[src/rtl/mult_arbiter.sv]
// Round-robin front end that shares one shift-add multiplier between two requesters.
// Define MULT_ARB_TIMEOUT_EN to abort a WAIT that exceeds TIMEOUT_CYCLES (reported on oError).
module mult_arbiter #(
  parameter int WIDTH          = 32,
  parameter int TIMEOUT_CYCLES = 1024
) (
  input  logic                 Clock,
  input  logic                 Reset,
  input  logic                 iReq0_Valid,
  input  logic [WIDTH-1:0]     iReq0_A,
  input  logic [WIDTH-1:0]     iReq0_B,
  input  logic                 iReq1_Valid,
  input  logic [WIDTH-1:0]     iReq1_A,
  input  logic [WIDTH-1:0]     iReq1_B,
  output logic                 oAck0,
  output logic                 oAck1,
  output logic [2*WIDTH-1:0]   oProduct,
  output logic                 oError,
  output logic                 oMul_Valid,
  output logic [WIDTH-1:0]     oMul_A,
  output logic [WIDTH-1:0]     oMul_B,
  output logic                 oMul_Ack,
  input  logic                 iMul_Done,
  input  logic [2*WIDTH-1:0]   iMul_Product
);

  localparam logic [1:0] ST_IDLE   = 2'd0;
  localparam logic [1:0] ST_LAUNCH = 2'd1;
  localparam logic [1:0] ST_WAIT   = 2'd2;
  localparam logic [1:0] ST_RESP   = 2'd3;

  logic [1:0]         state_q, state_d;
  logic               rr_ptr_q, rr_ptr_d;
  logic               owner_q, owner_d;
  logic [WIDTH-1:0]   op_a_q, op_a_d;
  logic [WIDTH-1:0]   op_b_q, op_b_d;
  logic [2*WIDTH-1:0] prod_q, prod_d;
  logic               grant0, grant1;
  logic               timeout_hit;

  // rr_ptr only breaks ties; a lone request is always granted.
  assign grant0 = iReq0_Valid && (!iReq1_Valid || !rr_ptr_q);
  assign grant1 = iReq1_Valid && (!iReq0_Valid ||  rr_ptr_q);

`ifdef MULT_ARB_TIMEOUT_EN
  localparam int CNT_W = $clog2(TIMEOUT_CYCLES + 1);
  localparam logic [CNT_W-1:0] CNT_LAST = CNT_W'(TIMEOUT_CYCLES - 1);

  logic [CNT_W-1:0] cnt_q, cnt_d;
  logic             err_q, err_d;

  always_comb begin
    cnt_d       = cnt_q;
    err_d       = err_q;
    timeout_hit = 1'b0;
    if (state_q == ST_LAUNCH) begin
      cnt_d = '0;
    end else if (state_q == ST_WAIT) begin
      if (!iMul_Done && (cnt_q == CNT_LAST)) begin
        timeout_hit = 1'b1;
      end else if (!iMul_Done) begin
        cnt_d = cnt_q + CNT_W'(1);
      end
      err_d = !iMul_Done && (cnt_q == CNT_LAST);
    end
  end

  always_ff @(posedge Clock) begin
    if (Reset) begin
      cnt_q <= '0;
      err_q <= 1'b0;
    end else begin
      cnt_q <= cnt_d;
      err_q <= err_d;
    end
  end

  assign oError = (state_q == ST_RESP) && err_q;
`else
  logic unused_timeout;
  assign unused_timeout = ^TIMEOUT_CYCLES;
  assign timeout_hit    = 1'b0;
  assign oError         = 1'b0;
`endif

  always_comb begin
    state_d  = state_q;
    rr_ptr_d = rr_ptr_q;
    owner_d  = owner_q;
    op_a_d   = op_a_q;
    op_b_d   = op_b_q;
    prod_d   = prod_q;
    case (state_q)
      ST_IDLE: begin
        if (grant0) begin
          op_a_d  = iReq0_A;
          op_b_d  = iReq0_B;
          owner_d = 1'b0;
          state_d = ST_LAUNCH;
        end else if (grant1) begin
          op_a_d  = iReq1_A;
          op_b_d  = iReq1_B;
          owner_d = 1'b1;
          state_d = ST_LAUNCH;
        end
      end
      ST_LAUNCH: state_d = ST_WAIT;
      ST_WAIT: begin
        if (iMul_Done) begin
          prod_d  = iMul_Product;
          state_d = ST_RESP;
        end else if (timeout_hit) begin
          prod_d  = '0;
          state_d = ST_RESP;
        end
      end
      ST_RESP: begin
        rr_ptr_d = ~owner_q;
        state_d  = ST_IDLE;
      end
      default: state_d = ST_IDLE;
    endcase
  end

  always_ff @(posedge Clock) begin
    if (Reset) begin
      state_q  <= ST_IDLE;
      rr_ptr_q <= 1'b0;
      owner_q  <= 1'b0;
      op_a_q   <= '0;
      op_b_q   <= '0;
      prod_q   <= '0;
    end else begin
      state_q  <= state_d;
      rr_ptr_q <= rr_ptr_d;
      owner_q  <= owner_d;
      op_a_q   <= op_a_d;
      op_b_q   <= op_b_d;
      prod_q   <= prod_d;
    end
  end

  // Handshake outputs decode straight from state so they are single-cycle by construction.
  assign oMul_Valid = (state_q == ST_LAUNCH);
  assign oMul_Ack   = (state_q == ST_WAIT) && (iMul_Done || timeout_hit);
  assign oMul_A     = op_a_q;
  assign oMul_B     = op_b_q;
  assign oAck0      = (state_q == ST_RESP) && !owner_q;
  assign oAck1      = (state_q == ST_RESP) &&  owner_q;
  assign oProduct   = (state_q == ST_RESP) ? prod_q : '0;

endmodule
[config.mk]
export PLATFORM = sky130hd
export DESIGN_NAME = mult_arbiter
export DESIGN_NICKNAME = d
export VERILOG_FILES = /design/src/rtl/mult_arbiter.sv
export SDC_FILE = /design/constraint.sdc
export NUM_CORES = 1
export LEC_CHECK = 0
export BUFFER_PORTS_ARGS = -buffer_cell sky130_fd_sc_hd__buf_2
export CAP_MARGIN = 20
export CORE_MARGIN = 2
export CORE_UTILIZATION = 30
export CTS_CLUSTER_SIZE = 24
export DETAILED_ROUTE_END_ITERATION = 12
export HOLD_SLACK_MARGIN = 0.06
export PLACE_DENSITY_LB_ADDON = 0.2
export REMOVE_ABC_BUFFERS = 1
export SLEW_MARGIN = 40
export SYNTH_ARGS = -nofsm -noshare
export SYNTH_HDL_FRONTEND = slang
export SYNTH_SLANG_ARGS = --single-unit
export TNS_END_PERCENT = 20
[constraint.sdc]
create_clock -name Clock -period 4.9 [get_ports Clock]
set_clock_uncertainty 0.15 [all_clocks]
set_input_delay 0.245 -clock Clock [delete_from_list [all_inputs] [get_ports Clock]]
set_output_delay 0.245 -clock Clock [all_outputs]
set_load 0.02 [all_outputs]
# --- Word-level counts from Yosys, hierarchy flattened ---
# Cells that the tools add are included.
# W data, S select, Z words.
word_totals:
  ff_bits: 132
  latch_bits: 0
  ramBits: 0
  romBits: 0
  input_bits: 197
  out_inout_bits: 133
  wordCells: 39
  n_memories: 0
classes:
  add_sub_neg: 0
  n_mul: 0
  div: 0
  magnitude_cmp: 0
  eq_ne: 5
  shifts: 0
  n_mux: 11
  bitwise: 1
  n_reduce_logical: 16
ops:
  columns: ["cell", "n"]
  rows:
  - ["$mux W32", 4]
  - ["$mux W64", 1]
  - ["$pmux W2 S4", 1]
  - ["$mux W2", 3]
  - ["$reduce_and A2 Y1", 3]
  - ["$logic_and A1 B1 Y1", 5]
  - ["$eq A2 B2 Y1 const B", 2]
  - ["$logic_not A1 Y1", 4]
  - ["$ne A3 B3 Y1 const B", 1]
  - ["$eq A2 B1 Y1 const B", 1]
  - ["$logic_not A2 Y1", 1]
  - ["$logic_or A1 B1 Y1", 2]
  - ["$mux W1", 2]
  - ["$ne A2 B2 Y1 const B", 1]
  - ["$reduce_bool A2 Y1", 1]
  - ["$not A1 Y1", 1]

# --- Logic depth before layout (Yosys ltp) ---
# Gate-level depths: netlist of run 1.
depth:
  word_depth: 6
  mapped_depth: 8
  mapped_depth_nobuf: 6

# --- Worst setup path before layout of run 1 ---
# OpenSTA, ideal clock, no wires.
synth_path:
  path_kind: "reg2out"
  startpoint: "register state_q[0]"
  endpoint: "output port oProduct[13]"
  t_arrival_ps: 1234
  required_time_ps: 4505
  slack_ps: 3271
  path_stages_with_launch: 5
  n_path_buf: 2
  path_cell_list: "dfxtp_1 ha_1 clkbuf_1 clkbuf_1 and2_1"
synth_between:
  elab_chain_len: 2
synth_rtl:
  columns: ["element", "line", "source"]
  rows:
  - ["start: declaration", "32", "logic [1:0] state_q, state_d;"]
  - ["start signal: assignment", "134", "state_q <= state_d;"]
  - ["$eq A2 B2 Y1", "150", "assign oProduct = (state_q == ST_RESP) ? prod_q : '0;"]
  - ["$mux W64", "150", null]
  - ["end: declaration", "17", "output logic [2*WIDTH-1:0] oProduct,"]
# Every way passes these cells.

# --- Final worst setup path of run 1 ---
layout_path:
  startpoint: "register state_q[0]"
  endpoint: "output port oMul_Ack"
layout_between:
  elab_chain_len: 2
layout_rtl:
  columns: ["element", "line", "source"]
  rows:
  - ["$eq A2 B2 Y1", "145", "assign oMul_Ack = (state_q == ST_WAIT) && (iMul_Done || timeout_hit);"]
  - ["$logic_and A1 B1 Y1", "145", null]
  - ["end: declaration", "22", "output logic oMul_Ack,"]
# Every way passes these cells.

==> results of run 1 <==
synth_stat cells:
cell | n | share of area
a21bo_2 | 1 | 0.0018
clkbuf_1 | 29 | 0.019
inv_1 | 3 | 0.0020
buf_4 | 15 | 0.020
buf_2 | 7 | 0.0062
nor2b_1 | 3 | 0.0033
o21ba_2 | 1 | 0.0018
a211oi_1 | 1 | 0.0013
nand2_1 | 257 | 0.17
buf_6 | 5 | 0.0099
a21oi_1 | 65 | 0.057
buf_1 | 9 | 0.0060
nor2_1 | 68 | 0.045
mux2i_1 | 1 | 0.0018
nand2b_1 | 2 | 0.0022
conb_1 | 1 | 0.00066
dfxtp_1 | 132 | 0.47
a21boi_2 | 1 | 0.0020
and2_1 | 65 | 0.072
ha_1 | 4 | 0.0088
o21a_1 | 2 | 0.0027
a311oi_1 | 64 | 0.099
final cells by class:
class / count / area (sq um)
clock buffers: 20 / 457
clock inverters: 12 / 203
fillers: 1712 / 8640
inverters: 3 / 13.8
multi-input cells: 536 / 2680
flip-flops and latches: 132 / 2640
well taps: 234 / 293
repair buffers: 528 / 3650
layout by cell type (no fill, tap or decap), types with 2 or more instances in the layout:
cell and instances:
buf_12 2, ha_1 4, bufinv_16 5, buf_4 6
dlygate4sd3_1 192, clkbuf_16 17, nor2_1 68, inv_1 2
clkinv_2 2, and2_1 65, nand2b_1 2, buf_2 327
clkbuf_8 2, dfxtp_1 132, a311oi_1 64, nand2_1 256
nor2b_1 3, a21oi_1 65, clkinv_4 4
worst max path at each step:
stage | from | end | slack (ps)
after floorplan | state_q[0] | oMul_A[0] | 1550
after global placement | state_q[0] | oMul_Ack | 2130
after detailed placement | state_q[0] | oMul_Ack | 2400
after CTS | state_q[0] | oMul_Ack | 1950
after global routing | state_q[0] | oMul_Ack | 1820
final | state_q[0] | oMul_Ack | 1990
through the flow:
stage          worst slack, ps  utilization
6_report                  1990        0.535
5_1_grt                   1820        0.535
4_1_cts                   1950        0.535
3_5_place_dp              2400        0.396
3_3_place_gp              2130        0.394
2_1_floorplan             1550            -
timing repair:
item                       CTS  global route
setup endpoints to repair    0             0
hold endpoints to repair   128             0
hold buffers               192             0
sequential cells by signal, indices dropped and copies added, names as in the netlist:
name and count:
prod_q 64, oMul_A 32, oMul_B 32, state_q 2, owner_q 1, rr_ptr_q 1
cell families after synthesis:
kind of cell,count (synthesis),synth area share
flops,132,0.467
fa+ha+maj,4,0.00884
simple gates,395,0.293
compound gates,135,0.166
buf+inv,68,0.0632
other cells,1,0.000662
mux,1,0.00177
power by group through the flow:
stage               sequential (uW)  combinational, uW  clock (uW)
floorplan                      1760                546           0
global placement               1510               1280           0
detailed placement             1510               1310           0
CTS                            1490               1610        1450
global route                   1530               1770        1500
finish                         1500               1620        1420
worst register-to-register path, cell delays in order, from the launching register on:
cell	delay (ps)
dfxtp_1	390
a21bo_2	510
buf_4	490
nand2_1	160
a311oi_1	290
dlygate4sd3_1	580
metal layers:
metal	wire, microns	track usage	share of wire
met4	279	0.0600	0.014
met2	9900	0.342	0.49
met5	0	0	0
met1	8570	0.224	0.42
met3	1600	0.0584	0.078
==> flow_summary.json, run 1 <==
{
  "status": "completed",
  "yosys_warnings": 0,
  "reg2reg_slack_ps": 2280,
  "critPathCaptureType": "primary output",
  "max_freq_mhz": 343,
  "r2r_start": "rr_ptr_q",
  "criticalPathCategory": "reg2out",
  "ir_drop_v": 0.000258,
  "slew_headroom": 0.518,
  "critPathMaxStageDelay_ps": 560,
  "cap_violations": 0,
  "crit_family": "buffers and inverters",
  "drc": 0,
  "dp_hpwl_mm": 12.5,
  "reg2reg_to": "oMul_B[22]",
  "ys_types": 22,
  "worst_pin_slew_ps": 723,
  "design_area_sq_um": 9940,
  "synth_cells": 736,
  "place_inst": 1241,
  "layout.nets": 1419,
  "power_frac_clock": 0.312,
  "syn_area_per_cell_sq_um": 7.69,
  "dr_total_vias": 6737,
  "crit_fanout": 65,
  "io_buffers": 328,
  "hp-start": "iReq0_Valid",
  "first_iter_violations": 224,
  "post_cts_buffers": 0,
  "gr-total-overflow": 0,
  "drive_gt1_frac": 0.303,
  "finalCriticalPeriod_ps": 2910,
  "pin_count": 330,
  "cts_max_path_buffers": 2,
  "grtUsageTotal": 0.193,
  "swShare": 0.337,
  "area_growth_pct": 75.6,
  "ys_ff_latch": 132,
  "ant_nets": 0,
  "die_area_sq_um": 20000,
  "dpl_cell_area_sq_um": 7360,
  "cts_tree": "done",
  "cts-root-buf": "clkbuf_16",
  "p_total_uw": 4530,
  "grt_max_degree": 86,
  "crit_required_ps": 4510,
  "antenna_found_initial": 0,
  "ys_seq_area_frac": 0.467,
  "clkTransAtPathRegs_ps": 60,
  "finalSetupViolations": 0,
  "syn_area_sq_um": 5660,
  "critical_path_depth": 6,
  "hold_end": "owner_q",
  "clock_sinks": 132,
  "cts_made_buffers": 17,
  "combPwrFrac": 0.358,
  "clkLatencyLatePin_ps": 410,
  "tns_ps": 0,
  "stdcell_count": 1465,
  "cts_resized": 0,
  "grt_pass1_vias": 6471,
  "vias_per_cell": 4.60,
  "rsz0062_at_grt": "false",
  "netSwitchingPower_uw": 1530,
  "p_leak_uw": 0.00473,
  "drv_slew": 0,
  "diodes": 0,
  "seq_power_share": 0.330,
  "powerDensity_nw_per_um2": 456,
  "core_region_area_sq_um": 18600,
  "grt_pass1_wl_mm": 31.2,
  "r2r_cells": 5,
  "setup.worst_path.start_class": "register",
  "hold_viol": 0,
  "firstDrtPassIters": 5,
  "htree_num_levels": 4,
  "die_y_microns": 141,
  "rows": 50,
  "cp_data_arrival_time_ps": 2520,
  "p_int_uw": 3000,
  "die_w_microns": 141,
  "whs_ps": 104,
  "initial_core_util": 0.305,
  "wl_per_cell_microns": 13.9,
  "hold_class": "in2reg",
  "crit_chain": "inv_1 > ha_1 > nand2_2 > buf_4 > inv_4 > buf_2",
  "whs_path_depth": 3,
  "crit_buf_inv": 4,
  "slowest_stage": "buf_4",
  "post-route-period-util": 0.595,
  "gp_congestion": 0.755,
  "wl_mm": 20.3
}
No activity file was read; power rests on OpenSTA's default activity.
==> inputs of run 2 (changes only) <==
- clock period: 4.9 -> 2.95 ns (I/O delays scaled with it)
==> run 2 against run 1 <==
Compared with the run above: utilization up 0.20 points; largest cell class unchanged; cell count increased by 0.41%; register-to-register slack worse by 2000 ps; highest routed layer unchanged; worst hold slack improved by 5.4 ps; via count is essentially flat; clock-buffer cell count decreased by 1; clock power is 64% higher; worst setup slack worse by 1700 ps; combinational power rose by 66%; routed wire length increased by 0.12%; die area stayed put.
==> flow_summary.json, run 2 (synthesized netlist as in run 1, its figures left out) <==
{
  "gr-total-overflow": 0,
  "multi_input_area_sq_um": 2680,
  "cts_made_buffers": 17,
  "status": "completed",
  "grt_pass1_vias": 6625,
  "wl_mm": 20.4,
  "cts-root-buf": "clkbuf_16",
  "hold_end": "state_q[1]",
  "cts_max_path_buffers": 2,
  "drive_gt1_frac": 0.306,
  "hold_class": "in2reg",
  "layout_common_cells": "buf_2, nand2_1, dlygate4sd3_1, dfxtp_1, nor2_1",
  "crit_fanout": 48,
  "holdBufCountCts": 193,
  "ant_nets": 0,
  "max_flop_register": "prod_q",
  "io_buffers": 328,
  "powerDensity_nw_per_um2": 753,
  "crit_family": "buffers and inverters",
  "whs_path_depth": 4,
  "criticalPathCategory": "reg2reg",
  "place_ws_ps": 829,
  "antenna_found_initial": 0,
  "area_growth_pct": 76.2,
  "post-route-period-util": 0.896,
  "clock_sinks": 132,
  "p_leak_uw": 0.00476,
  "pin_count": 330,
  "largest_reg_flops": 64,
  "nFillCells": 1752,
  "die_w_microns": 141,
  "crit_required_ps": 3150,
  "whs_ps": 109,
  "fin_ws_ps": 305,
  "clkTransAtPathRegs_ps": 50,
  "rows": 50,
  "cp_data_arrival_time_ps": 2840,
  "tns_ps": 0,
  "die_y_microns": 141,
  "r2r_start": "state_q[0]",
  "setup.worst_path.start_class": "register",
  "core_region_area_sq_um": 18600,
  "p_total_uw": 7510,
  "dr_total_vias": 6741,
  "gp_congestion": 0.759,
  "mostFrequentLayoutCell": "buf_2",
  "critPathCaptureType": "register",
  "ir_drop_v": 0.000478,
  "slew_headroom": 0.521,
  "r2r_cells": 7,
  "grtUsageTotal": 0.198,
  "slowest_stage": "dlygate4sd3_1",
  "finalCriticalPeriod_ps": 2640,
  "hp-start": "iReq0_Valid",
  "cts_resized": 0,
  "critPathMaxStageDelay_ps": 590,
  "reg2reg_slack_ps": 310,
  "crit_buf_inv": 3,
  "layout.nets": 1426,
  "ff_latch_area_sq_um": 2640,
  "post_cts_buffers": 0,
  "dpl_cell_area_sq_um": 7400,
  "grt_max_degree": 68,
  "cts_tree": "done",
  "vias_per_cell": 4.58,
  "first_iter_violations": 277,
  "finalSetupViolations": 0,
  "clkLatencyLatePin_ps": 410,
  "firstDrtPassIters": 4,
  "htree_num_levels": 4,
  "drv_slew": 0,
  "dp_hpwl_mm": 12.7,
  "diodes": 0,
  "design_area_sq_um": 9980,
  "wl_per_cell_microns": 13.8,
  "max_freq_mhz": 378,
  "grt_pass1_wl_mm": 32.2,
  "initial_core_util": 0.305,
  "worst_pin_slew_ps": 719,
  "crit_chain": "inv_1 > ha_1 > o21a_4 > buf_4 > nor2_1 > a311oi_1 > dlygate4sd3_1",
  "drc": 0,
  "hold_viol": 0,
  "cap_violations": 0,
  "die_area_sq_um": 20000,
  "reg2reg_to": "oMul_B[20]",
  "rsz0062_at_grt": "false"
}
## run 2: how the worst max path moves through the flow
stage / cells past startpoint / startpoint / to / slack (ps)
after detailed placement: 6 / state_q[0] / oMul_B[21] / 830
final: 7 / state_q[0] / oMul_B[20] / 310
after floorplan: 4 / state_q[0] / oMul_A[0] / -400
after CTS: 7 / state_q[0] / oMul_B[20] / 340
after global routing: 7 / state_q[0] / oMul_A[2] / 60
after global placement: 6 / state_q[0] / oMul_A[21] / 950
## run 2: metal layers
| layer | vias to the layer above | part of all wire | GRT usage |
|---|---|---|---|
| li1 | 3407 | - | - |
| met1 | 3058 | 0.42 | 0.231 |
| met2 | 254 | 0.48 | 0.350 |
| met3 | 22 | 0.073 | 0.0618 |
| met4 | 0 | 0.017 | 0.0584 |
| met5 | - | 0 | 0 |
## run 2: layout make-up
type / count / share of cell area
multi-input combinational: 536 / 0.268
sequential: 132 / 0.265
clock inverter: 12 / 0.0204
clock buffer: 19 / 0.0444
timing repair buffer: 535 / 0.371
tap: 234 / 0.0293
inverter: 3 / 0.00113
## run 2: metrics by stage
step / utilization / cells
after floorplan: - / 671
after global placement: 0.398 / 1247
after detailed placement: 0.398 / 1247
after CTS: 0.537 / 1471
after global routing: 0.537 / 1471
final: 0.537 / 1471
## run 2: tightest hold or removal path: cells and delay by family
family / cells / cell delay [ps]
mux: 1 / 120
simple gates: 1 / 110
compound gates: 1 / 110
buf+inv: 1 / 120
## run 2: power breakdown
| part | internal [uW] | total, uW | switching, uW | leakage (uW) |
|---|---|---|---|---|
| Clock | 1520 | 2330 | 807 | 0.000317 |
| Sequential | 2250 | 2490 | 242 | 0.00108 |
| Combinational | 1190 | 2690 | 1500 | 0.00336 |
==> inputs of run 3 (changes only) <==
- CORE_ASPECT_RATIO: unset -> 1.75
- clock period: 2.95 -> 2.2 ns (I/O delays scaled with it)
==> run 3 against run 2 <==
Compared with the run above: worst hold slack worse by 48 ps; maximum frequency up 26%; first-iteration DRC count down 18%; utilization up 0.86 points; clock power up 32%; global-route usage up 0.13 points; flip-flop and latch count unchanged; critical path depth down 1; largest power group unchanged; power up 30%.
==> flow_summary.json, run 3 (synthesized netlist as in run 1, its figures left out) <==
{
  "max_flop_register": "prod_q",
  "drive_gt1_frac": 0.307,
  "pin_count": 330,
  "io_buffers": 328,
  "r2r_cells": 6,
  "die_y_microns": 186,
  "tns_ps": 0,
  "area_growth_pct": 79.1,
  "wl_mm": 20.7,
  "antenna_found_initial": 0,
  "rsz0062_at_grt": "true",
  "gr-total-overflow": 0,
  "vias_per_cell": 4.59,
  "gp_congestion": 0.761,
  "grtUsageTotal": 0.200,
  "firstDrtPassIters": 4,
  "die_w_microns": 108,
  "status": "completed",
  "hold_class": "in2reg",
  "ant_nets": 0,
  "p_leak_uw": 0.00478,
  "whs_ps": 61.1,
  "mostFrequentLayoutCell": "buf_2",
  "cts-root-buf": "clkbuf_16",
  "criticalPathCategory": "reg2reg",
  "cts_made_buffers": 17,
  "drc": 0,
  "cts_max_path_buffers": 2,
  "grt_pass1_wl_mm": 32.0,
  "clock_sinks": 132,
  "r2r_start": "state_q[0]",
  "cp-startpoint": "state_q[0]",
  "dp_hpwl_mm": 12.8,
  "dr_total_vias": 6789,
  "layout.nets": 1430,
  "worst_pin_slew_ps": 658,
  "htree_num_levels": 4,
  "crit_fanout": 28,
  "clkTransAtPathRegs_ps": 60,
  "core_region_area_sq_um": 18600,
  "cp_data_arrival_time_ps": 2290,
  "critPathCaptureType": "register",
  "hold_viol": 0,
  "grt_pass1_vias": 6786,
  "reg2reg_slack_ps": 110,
  "setup.worst_path.start_class": "register",
  "ir_drop_v": 0.000572,
  "drv_slew": 0,
  "cts_tree": "done",
  "post-route-period-util": 0.950,
  "powerDensity_nw_per_um2": 966,
  "grt_max_degree": 68,
  "first_iter_violations": 226,
  "cap_violations": 0,
  "largest_reg_flops": 64,
  "crit_required_ps": 2400,
  "max_freq_mhz": 478,
  "layout_common_cells": "buf_2, nand2_1, dlygate4sd3_1, dfxtp_1, nor2_1",
  "finalSetupViolations": 0,
  "post_cts_buffers": 0,
  "finalCriticalPeriod_ps": 2090,
  "slew_headroom": 0.562,
  "reg2reg_to": "oMul_A[15]",
  "crit_path_end": "oMul_A[15]",
  "rows": 66,
  "die_area_sq_um": 20000,
  "initial_core_util": 0.305,
  "clkLatencyLatePin_ps": 400,
  "wl_per_cell_microns": 14.0
}
run 3: cell count changes in the layout (fill, tap and decap cells not counted):
| cell | delta |
|---|---|
| diode_2 | +1 |
| dlygate4sd3_1 | -5 |
| clkbuf_8 | -1 |
| dlymetal6s4s_1 | +6 |
| inv_6 | -1 |
| clkinv_2 | -2 |
| ha_1 | -1 |
| buf_12 | +9 |
| buf_4 | -6 |
| ha_2 | +1 |
| clkinvlp_4 | +3 |
run 3: power by group:
part | switching [uW] | total, uW | internal (uW)
logic | 1980 | 3390 | 1410
clock network | 1080 | 3080 | 2010
registers | 306 | 3320 | 3020
run 3: worst min path at each step:
stage	startpoint	end	slack, ps	cells past startpoint
floorplan	Reset	prod_q[0]	30	1
global placement	iMul_Product[0]	prod_q[0]	200	3
detailed placement	iMul_Product[0]	prod_q[0]	210	3
CTS	iReq0_Valid	state_q[0]	90	4
global route	iReq1_A[21]	oMul_A[21]	70	4
finish	iReq0_A[20]	oMul_A[20]	60	4
run 3: per-stage QoR:
step,instances,power [uW],setup slack [ps],area [sq um],utilization
6_report,1479,9790,109,10100,0.546
5_1_grt,1478,10400,-39.2,10100,0.546
4_1_cts,1478,9870,32.6,10100,0.545
3_5_place_dp,1254,6400,333,7540,0.406
3_3_place_gp,1254,6360,412,7540,0.406
2_1_floorplan,671,4980,-1150,5320,-
run 3: critical path, stage by stage, from the launching register on:
cell and delay, ps:
dfxtp_1 340, inv_1 90, ha_2 210, o21a_4 390, nor2_1 70, a311oi_1 210
dlygate4sd3_1 580
run 3: layout make-up:
cell class | count | area [sq um]
Multi-Input combinational cell | 536 | 2680
Inverter | 3 | 11.3
Sequential cell | 132 | 2640
Clock buffer | 18 | 429
Fill cell | 1699 | 8440
Tap cell | 238 | 298
Clock inverter | 12 | 208
Antenna cell | 1 | 2.50
Timing Repair Buffer | 539 | 3870
run 3: timing repair:
action / CTS / global route
setup endpoints to repair: 0 / 9
hold buffers: 194 / 0
hold endpoints to repair: 130 / 0
resized for setup: 0 / 7
run 3: metal layers:
layer,vias up,wire (microns),track usage
met5,-,0,0
met4,0,803,0.108
met3,54,1170,0.0431
met2,282,10900,0.358
met1,3042,7800,0.215
li1,3411,-,-
